## src/rtl/cpu_pkg.sv

```systemverilog
// rtl/cpu_pkg.sv - shared types and constants for the CPU fetch front end
// Purpose: fetch FSM state enum, datapath widths, prefetch FIFO entry layout
//          and a word-alignment helper used by the fetch unit.
// Ports:   none (package).
package cpu_pkg;

    localparam int XLEN    = 32;
    localparam int INSTR_W = 32;

    typedef enum logic [1:0] {
        IDLE = 2'd0,
        BUSY = 2'd1,
        DROP = 2'd2
    } fetch_state_t;

    typedef struct packed {
        logic [XLEN-1:0]    pc_plus4;
        logic [INSTR_W-1:0] instr;
    } fetch_entry_t;

    function automatic logic [XLEN-1:0] word_align(input logic [XLEN-1:0] addr);
        return {addr[XLEN-1:2], 2'b00};
    endfunction

endpackage

```

## src/rtl/fetch_fifo.sv

```systemverilog
// rtl/fetch_fifo.sv - synchronous prefetch FIFO with flush
// Purpose: stores fetched entries; head is presented straight from storage.
// Ports:   clk_i/rst_i (async active-low), push_i + push_data_i, pop_i,
//          flush_i (clears contents, beats push/pop), head_o, count_o.
module fetch_fifo #(
    parameter int DEPTH = 4,
    parameter int WIDTH = 64
) (
    input  logic                       clk_i,
    input  logic                       rst_i,
    input  logic                       push_i,
    input  logic [WIDTH-1:0]           push_data_i,
    input  logic                       pop_i,
    input  logic                       flush_i,
    output logic [WIDTH-1:0]           head_o,
    output logic [$clog2(DEPTH+1)-1:0] count_o
);

    localparam int PW = $clog2(DEPTH);
    localparam int CW = $clog2(DEPTH+1);

    logic [WIDTH-1:0] r_mem [DEPTH];
    logic [PW-1:0]    r_wr_ptr;
    logic [PW-1:0]    r_rd_ptr;
    logic [CW-1:0]    r_count;

    logic w_push;
    logic w_pop;

    assign w_push  = push_i && !flush_i;
    assign w_pop   = pop_i && !flush_i && (r_count != '0);
    assign head_o  = r_mem[r_rd_ptr];
    assign count_o = r_count;

    // DEPTH is a power of two, so pointer overflow is the modulo-DEPTH wrap.
    always_ff @(posedge clk_i or negedge rst_i) begin
        if (!rst_i) begin
            r_wr_ptr <= '0;
            r_rd_ptr <= '0;
            r_count  <= '0;
            for (int i = 0; i < DEPTH; i++) begin
                r_mem[i] <= '0;
            end
        end else if (flush_i) begin
            r_wr_ptr <= '0;
            r_rd_ptr <= '0;
            r_count  <= '0;
        end else begin
            if (w_push) begin
                r_mem[r_wr_ptr] <= push_data_i;
                r_wr_ptr        <= r_wr_ptr + PW'(1);
            end
            if (w_pop) begin
                r_rd_ptr <= r_rd_ptr + PW'(1);
            end
            if (w_push && !w_pop) begin
                r_count <= r_count + CW'(1);
            end else if (w_pop && !w_push) begin
                r_count <= r_count - CW'(1);
            end
        end
    end

endmodule

```

## src/rtl/if_fetch_unit.sv

```systemverilog
// rtl/if_fetch_unit.sv - instruction fetch front end ahead of IF/ID
// Purpose: owns the fetch PC, runs the req/ack handshake to instruction
//          memory, buffers {pc+4, instr} in a prefetch FIFO and applies
//          branch/jump redirects (flush + drop of in-flight response).
// Ports:   clk_i, rst_i (async active-low);
//          imem_req_o/imem_addr_o/imem_ack_i/imem_data_i memory handshake;
//          redirect_i/redirect_pc_i from MEM stage; stall_i from IF/ID;
//          instr_valid_o/instr_o/pc_plus4_o FIFO head; fifo_count_o occupancy.
module if_fetch_unit
    import cpu_pkg::*;
#(
    parameter int          DEPTH    = 4,
    parameter logic [31:0] RESET_PC = 32'h0000_0000
) (
    input  logic                       clk_i,
    input  logic                       rst_i,
    output logic                       imem_req_o,
    output logic [XLEN-1:0]            imem_addr_o,
    input  logic                       imem_ack_i,
    input  logic [INSTR_W-1:0]         imem_data_i,
    input  logic                       redirect_i,
    input  logic [XLEN-1:0]            redirect_pc_i,
    input  logic                       stall_i,
    output logic                       instr_valid_o,
    output logic [INSTR_W-1:0]         instr_o,
    output logic [XLEN-1:0]            pc_plus4_o,
    output logic [$clog2(DEPTH+1)-1:0] fifo_count_o
);

    localparam int CW = $clog2(DEPTH+1);

    fetch_state_t    r_state;
    logic [XLEN-1:0] r_fetch_pc;
    logic [XLEN-1:0] r_held_addr;

    logic            w_fire;
    logic            w_push;
    logic            w_pop;
    fetch_entry_t    w_push_entry;
    fetch_entry_t    w_head;
    logic [XLEN-1:0] w_redirect_pc;

    assign w_redirect_pc = word_align(redirect_pc_i);

    // In IDLE a new request is only offered when the FIFO has room (judged on
    // the registered count) and no redirect is arriving. rst_i is folded in so
    // the request reads 0 while reset is held. Once a request is pending it is
    // held with its address until ack, whatever redirect_i does.
    always_comb begin
        imem_req_o  = 1'b1;
        imem_addr_o = r_held_addr;
        if (r_state == IDLE) begin
            imem_req_o  = rst_i && (fifo_count_o < CW'(DEPTH)) && !redirect_i;
            imem_addr_o = r_fetch_pc;
        end
    end

    assign w_fire = imem_req_o && imem_ack_i;
    // DROP responses and any response landing in a redirect cycle are discarded.
    assign w_push = w_fire && !redirect_i && (r_state != DROP);
    assign w_pop  = instr_valid_o && !stall_i && !redirect_i;

    assign w_push_entry.pc_plus4 = imem_addr_o + 32'd4;
    assign w_push_entry.instr    = imem_data_i;

    always_ff @(posedge clk_i or negedge rst_i) begin
        if (!rst_i) begin
            r_state     <= IDLE;
            r_fetch_pc  <= RESET_PC;
            r_held_addr <= RESET_PC;
        end else begin
            case (r_state)
                IDLE: begin
                    if (w_fire) begin
                        r_fetch_pc <= r_fetch_pc + 32'd4;
                    end else if (imem_req_o) begin
                        r_held_addr <= r_fetch_pc;
                        r_state     <= BUSY;
                    end
                end
                BUSY: begin
                    if (imem_ack_i) begin
                        r_state <= IDLE;
                        if (!redirect_i) begin
                            r_fetch_pc <= r_held_addr + 32'd4;
                        end
                    end else if (redirect_i) begin
                        r_state <= DROP;
                    end
                end
                DROP: begin
                    if (imem_ack_i) begin
                        r_state <= IDLE;
                    end
                end
                default: r_state <= IDLE;
            endcase
            // A redirect overrides any PC update made above.
            if (redirect_i) begin
                r_fetch_pc <= w_redirect_pc;
            end
        end
    end

    fetch_fifo #(
        .DEPTH (DEPTH),
        .WIDTH ($bits(fetch_entry_t))
    ) u_fifo (
        .clk_i       (clk_i),
        .rst_i       (rst_i),
        .push_i      (w_push),
        .push_data_i (w_push_entry),
        .pop_i       (w_pop),
        .flush_i     (redirect_i),
        .head_o      (w_head),
        .count_o     (fifo_count_o)
    );

    assign instr_valid_o = (fifo_count_o != '0);
    assign instr_o       = w_head.instr;
    assign pc_plus4_o    = w_head.pc_plus4;

endmodule

```

## config.mk

```make
export PLATFORM = sky130hd
export DESIGN_NAME = if_fetch_unit
export DESIGN_NICKNAME = d
export VERILOG_FILES = /design/src/rtl/cpu_pkg.sv /design/src/rtl/fetch_fifo.sv /design/src/rtl/if_fetch_unit.sv
export SDC_FILE = /design/constraint.sdc
export NUM_CORES = 1
export LEC_CHECK = 0
export CORE_MARGIN = 10
export CORE_UTILIZATION = 57
export DETAILED_ROUTE_END_ITERATION = 12
export PLACE_DENSITY = 0.77
export SLEW_MARGIN = 40
export SYNTH_ARGS = -nofsm -noshare
export SYNTH_HDL_FRONTEND = slang
export SYNTH_SLANG_ARGS = --single-unit
export TNS_END_PERCENT = 20
```

## constraint.sdc

```tcl
create_clock -name clk_i -period 4.4 [get_ports clk_i]
set_clock_uncertainty 0.05 [all_clocks]
set_input_delay 0.88 -clock clk_i [delete_from_list [all_inputs] [get_ports clk_i]]
set_output_delay 0.88 -clock clk_i [all_outputs]
set_load 0.1 [all_outputs]
```

; After elaboration in Yosys (flattened, before gate mapping)
; Cells that the tools add are included.
[word_totals]
ff_bits = 329
latchBits = 0
ram_bits = 0
mem_bits_ro = 0
in_bits = 69
output_inout_bits = 101
word_cells = 85
n_memories = 0
[op_classes]
n_addsub = 7
n_mul = 0
div = 0
order_cmp = 4
n_eq_ne = 8
shift = 0
n_mux = 25
bitwise_logic = 4
reduce_logical = 27
[ops]
columns = cell, n
row1 = 256-bit bitwise mux, 1
row2 = 64-bit two-way mux, 3
row3 = 64-bit binary-select mux with 2-bit select, 1
row4 = 64-bit demux with 2-bit select, 1
row5 = 32-bit two-way mux, 4
row6 = "32-bit by 3-bit adder with 32-bit output, second input constant", 3
row7 = 32-bit one-hot mux with 2 select lines, 1
row8 = 2-bit two-way mux, 9
row9 = 1-bit logical AND, 13
row10 = 3-bit two-way mux, 3
row11 = 3-bit nonzero test, 3
row12 = "2-bit != test, second input constant", 4
row13 = "3-bit >= comparator, second input constant", 2
row14 = "3-bit != test, second input constant", 2
row15 = 2-bit inverter with 3-bit output, 2
row16 = 2-bit one-hot mux with 3 select lines, 1
row17 = 3-bit AND reduction, 2
row18 = "2-bit by 1-bit adder with 2-bit output, second input constant", 2
row19 = 1-bit zero test, 4
row20 = 4-bit AND reduction, 1
row21 = 2-bit nonzero test, 2
row22 = "3-bit by 1-bit adder with 3-bit output, second input constant", 1
row23 = "3-bit by 1-bit < comparator with 1-bit output, second input constant", 1
row24 = "3-bit < comparator, second input constant", 1
row25 = other kinds (7), 8

; Logic depth before layout (Yosys ltp)
[logic_depth]
word_depth = 13
depth_mapped = 15
depth_no_buf = 11

; Cells and area by module
; Synthesis repeated with hierarchy kept, for this count alone.
[unflattened]
cells_unflattened = 1290
area_unflattened_um2 = 17900.9
[by_module_without_submodules]
columns = mod, instances, cells_per_inst, area_each_um2, seq_area_each_um2
row1 = fetch_fifo, 1, 672, 12782.3, 6581.3
row2 = if_fetch_unit, 1, 618, 5118.7, 1651.6

; Least setup slack after synthesis
; OpenSTA, ideal clock, no wires.
[synth_timing]
path_kind = flip-flop to flip-flop
start = reg r_state[0]
end = reg u_fifo.r_mem[254] (netlist name)
setup_time_ns = 0.132
arrival_time_ns = 3.548
required_time_ns = 4.218
slack_ns = 0.670
stages_incl_launch_ff = 15
path_buffers = 5
period_less_slack_ns = 3.730
path_cell_list = dfrtp_1 or2_1 buf_6 buf_6 buf_2 clkbuf_1 nand2_1 nand2_1 ha_1 nand3_1 or3_1 buf_2 nor3_2 xnor2_1 o21ai_1
[synth_between]
word_cells_on_any_way = 11
classes_between = 1 x add/sub / 1 x eq/ne / 3 x mux / 6 x reduce/logical
[synth_lines]
columns = element, line
row1 = "start, declared", if_fetch_unit.sv:32  ; fetch_state_t r_state;
row2 = "start signal, assigned", if_fetch_unit.sv:68  ; r_state <= IDLE;
row3 = "start signal, assigned", if_fetch_unit.sv:78  ; r_state <= BUSY;
row4 = "start signal, assigned", if_fetch_unit.sv:83  ; r_state <= IDLE;
row5 = 2-bit zero test, if_fetch_unit.sv:52  ; if (r_state == IDLE) begin
row6 = 32-bit two-way mux, if_fetch_unit.sv:52
row7 = named net imem_addr_o[3], if_fetch_unit.sv:18  ; output logic [XLEN-1:0] imem_addr_o,
row8 = 32-bit by 3-bit adder with 32-bit output, if_fetch_unit.sv:63  ; assign w_push_entry.pc_plus4 = imem_addr_o + 32'd4;
row9 = 256-bit bitwise mux, fetch_fifo.sv:50  ; r_mem[r_wr_ptr] <= push_data_i;
row10 = "end signal, assigned by index", fetch_fifo.sv:50
row11 = "end, declared", fetch_fifo.sv:22  ; logic [WIDTH-1:0] r_mem [DEPTH];
; The timed path passes the listed nets, and every way through them passes these cells.
; A chain may end at the register's enable or synchronous reset.

; Worst setup path after layout
[layout_timing]
start = reg r_state[1]
end = out imem_addr_o[7]
[layout_between]
elab_chain_cells = 2
[layout_rtl]
columns = element, line
row1 = 2-bit zero test, if_fetch_unit.sv:52
row2 = 32-bit two-way mux, if_fetch_unit.sv:52
row3 = "end, declared", if_fetch_unit.sv:18
; No other way between the ends.

==> impl_metrics.env <==
export IMPL_ys_seq_area_share_pct=50.9
export IMPL_post_route_util_pct=68.8
export IMPL_finalSetupViolCount=0
export IMPL_antenna_found_initial=0
export IMPL_status="completed"
export IMPL_dp_hpwl_um=26000
export IMPL_fmax_ghz=0.263
export IMPL_synth_cells=1417
export IMPL_hold_buffers=0
export IMPL_wl_per_cell_um=19.7
export IMPL_postRouteAntennaNets=0
export IMPL_setup_worst_path_end_class="primary output"
export IMPL_drive_above_1_share_pct=28.1
export IMPL_crit_buf_inv=3
export IMPL_die_width_um=188
export IMPL_instances_no_fill=1958
export IMPL_worstPathRequired_ps=3470
export IMPL_ys_seq_elements=329
export IMPL_async_flop_share_pct=100
export IMPL_cts_tree="done"
export IMPL_synth_cell_area_um2=16200
export IMPL_clock_latency_ps=510
export IMPL_place_congestion=0.899
export IMPL_layout_area_overhead_vs_synth_pct=18.7
export IMPL_avgSynthCellArea_um2=11.4
export IMPL_grt_overflow=0
export IMPL_synthFlopType="dfrtp_1"
export IMPL_crit_family="buffers and inverters"
export IMPL_power_density_nw_per_um2=776
export IMPL_worst_pin_slew_ps=738
export IMPL_portBuffers=167
export IMPL_vias_per_cell=5.81
export IMPL_synth_cell_types=56
export IMPL_layout_nets=1629
export IMPL_ys_top_cells_by_area="dfrtp_1, mux2_2, mux4_2"
export IMPL_start_util_pct=57.9
export IMPL_arrival_ps=2870
export IMPL_peakVddDrop_mv=0.584
export IMPL_cap_violations=0
export IMPL_numCtsBuffers=36
export IMPL_path_max_fanout=37
export IMPL_wl_um=38500
export IMPL_finalWorstSetupSlack_ps=601
export IMPL_fin_setup_tns_ps=0
export IMPL_synth_edf_count=0
export IMPL_grt_pass1_wl_um=62900
export IMPL_critical_path_slowest_cell="dfrtp_1"
export IMPL_maxSlewViolCount=0
export IMPL_hold_viol=0
export IMPL_nFillCells=2060
export IMPL_cts_buffer_depth=3
export IMPL_grt_usage_pct=21.5
export IMPL_ys_top_cells_by_count="dfrtp_1, nand2_1, mux2_2"
export IMPL_grt_pass1_vias=11800
export IMPL_postCtsSetupBuffers=0
export IMPL_yosysTopAreaCell="dfrtp_1"
export IMPL_start_kind="register"
export IMPL_holdCritPathClass="input pin to asynchronous set/reset pin"
export IMPL_cts_root_buf="clkbuf_16"
export IMPL_grt_setup_unrepaired="false"
export IMPL_cpMostUsedCell="buf_4"
export IMPL_holdWs_ps=177
export IMPL_syn_nets=1493
export IMPL_die_area_um2=35500
export IMPL_relSlewSlack_pct=50.8
export IMPL_synthDominantCellAreaShare_pct=50.9
export IMPL_drtIter0Drc=917
export IMPL_grt_max_degree=91
export IMPL_clock_sinks=329
export IMPL_num_rows=61
export IMPL_yosysMostFrequentCell="dfrtp_1"
export IMPL_timing_final_crit_share_pct=86.3
export IMPL_drcViolationCount=0
export IMPL_cts_max_level=2
export IMPL_yosys_warnings=0
export IMPL_p_leak_nw=8.64
export IMPL_via_count=11400
export IMPL_core_area_um2=27900
export IMPL_crit_chain="or2_2 -> buf_4 -> mux2i_1 -> inv_1 -> buf_4"
export IMPL_dp_slack_ps=732
export IMPL_dp_cells=1893
export IMPL_cts_clk_slew_worst_paths_ps=60
export IMPL_dr_pass1_iters=5
export IMPL_antenna_cells=0
export IMPL_pin_count=170
export IMPL_min_period_ps=3800
export IMPL_path_class="register to primary output"
export IMPL_ctsResizeCount=0
export IMPL_regToRegSetupSlack_ps=640
export IMPL_critPathMaxStageDelay_ps=720
export IMPL_die_h_um=188
-- path summary, 6_finish.rpt --
check | cells after the start | endpoint | start
hold reg to reg | 2 | u_fifo.r_mem[172] | u_fifo.r_mem[172]
setup reg to reg | 8 | r_fetch_pc[28] | r_state[0]
min in group clk_i | 2 | u_fifo.r_mem[172] | u_fifo.r_mem[172]
max in group asynchronous | 3 | u_fifo.r_rd_ptr[1] | rst_i
hold / removal | 1 | u_fifo.r_mem[194] | rst_i
setup / recovery | 5 | imem_addr_o[7] | r_state[1]
-- per-layer routing --
layer  GRT usage (%)  routed length (µm)  vias up
met5               0                   0        -
met4            5.92                 865        0
met3            3.43                1860       58
met2            34.8               18400      320
met1            29.7               17300     5691
li1                -                   -     5307
-- report_power, final --
part / internal [mW] / switching [mW] / leakage [nW] / total (mW)
logic: 2.08 / 5.32 / 3.77 / 7.40
clock network: 1.79 / 1.19 / 0.580 / 2.98
registers: 3.84 / 0.682 / 4.28 / 4.53
-- layout make-up --
class	instances	area [µm²]	share of cell area [%]
clock buffers	55	1060	5.53
clock inverters	10	118	0.612
inverters	20	75.1	0.391
multi-input cells	975	7530	39.2
flip-flops and latches	329	8240	42.9
well taps	378	473	2.46
repair buffers	191	1710	8.92
-- metrics by stage --
stage	total power [mW]	cell area (µm²)
after floorplan	10.3	16200
after global placement	11.8	18000
after detailed placement	12.0	18000
after CTS	15.0	19200
after global routing	15.5	19200
final	14.9	19200
-- layout by cell type, fill, tap and decap left out, drive strengths merged, types with 3 or more instances in the layout --
master and instances:
nor4 7, a21oi 27, o21a 6, nand3 13
mux2 175, a31oi 8, nor3 16, nand2 250
clkbuf 55, ha 6, o21bai 4, xor2 10
nor2 55, a21o 4, nor2b 5, a2bb2oi 3
clkinv 6, buf 127, or3 3, nand4 10
o221ai 6, clkdlybuf4s50 64, mux2i 49, and3 15
o22ai 3, xnor2 40, inv 21, mux4 64
dfrtp 329, o21ai 163, o211ai 8
-- state kept, by name (all words and copies together), names as in the netlist --
signal and cells:
u_fifo.r_mem 256, r_fetch_pc 32, r_held_addr 32, u_fifo.count_o 3, r_state 2, u_fifo.r_rd_ptr 2
u_fifo.r_wr_ptr 2
-- worst reg2reg max path, delay by kind of cell, from the launching register on --
| family | cells | cell delay (ps) |
|---|---|---|
| AO/OA/AOI/OAI | 2 | 320 |
| XOR/XNOR | 1 | 190 |
| buffers and inverters | 1 | 530 |
| flip-flops | 1 | 720 |
| multiplexers | 1 | 490 |
| AND/OR/NAND/NOR | 3 | 1310 |
-- cells by family after synthesis --
group / count (synthesis) / synth area share [%]
xor+xnor: 50 / 2.71
flops: 329 / 50.9
compound gates: 244 / 8.46
simple gates: 386 / 10.4
mux: 288 / 24.1
fa+ha+maj: 7 / 0.588
buf+inv: 113 / 2.88
(Power assumes the default switching activity.)
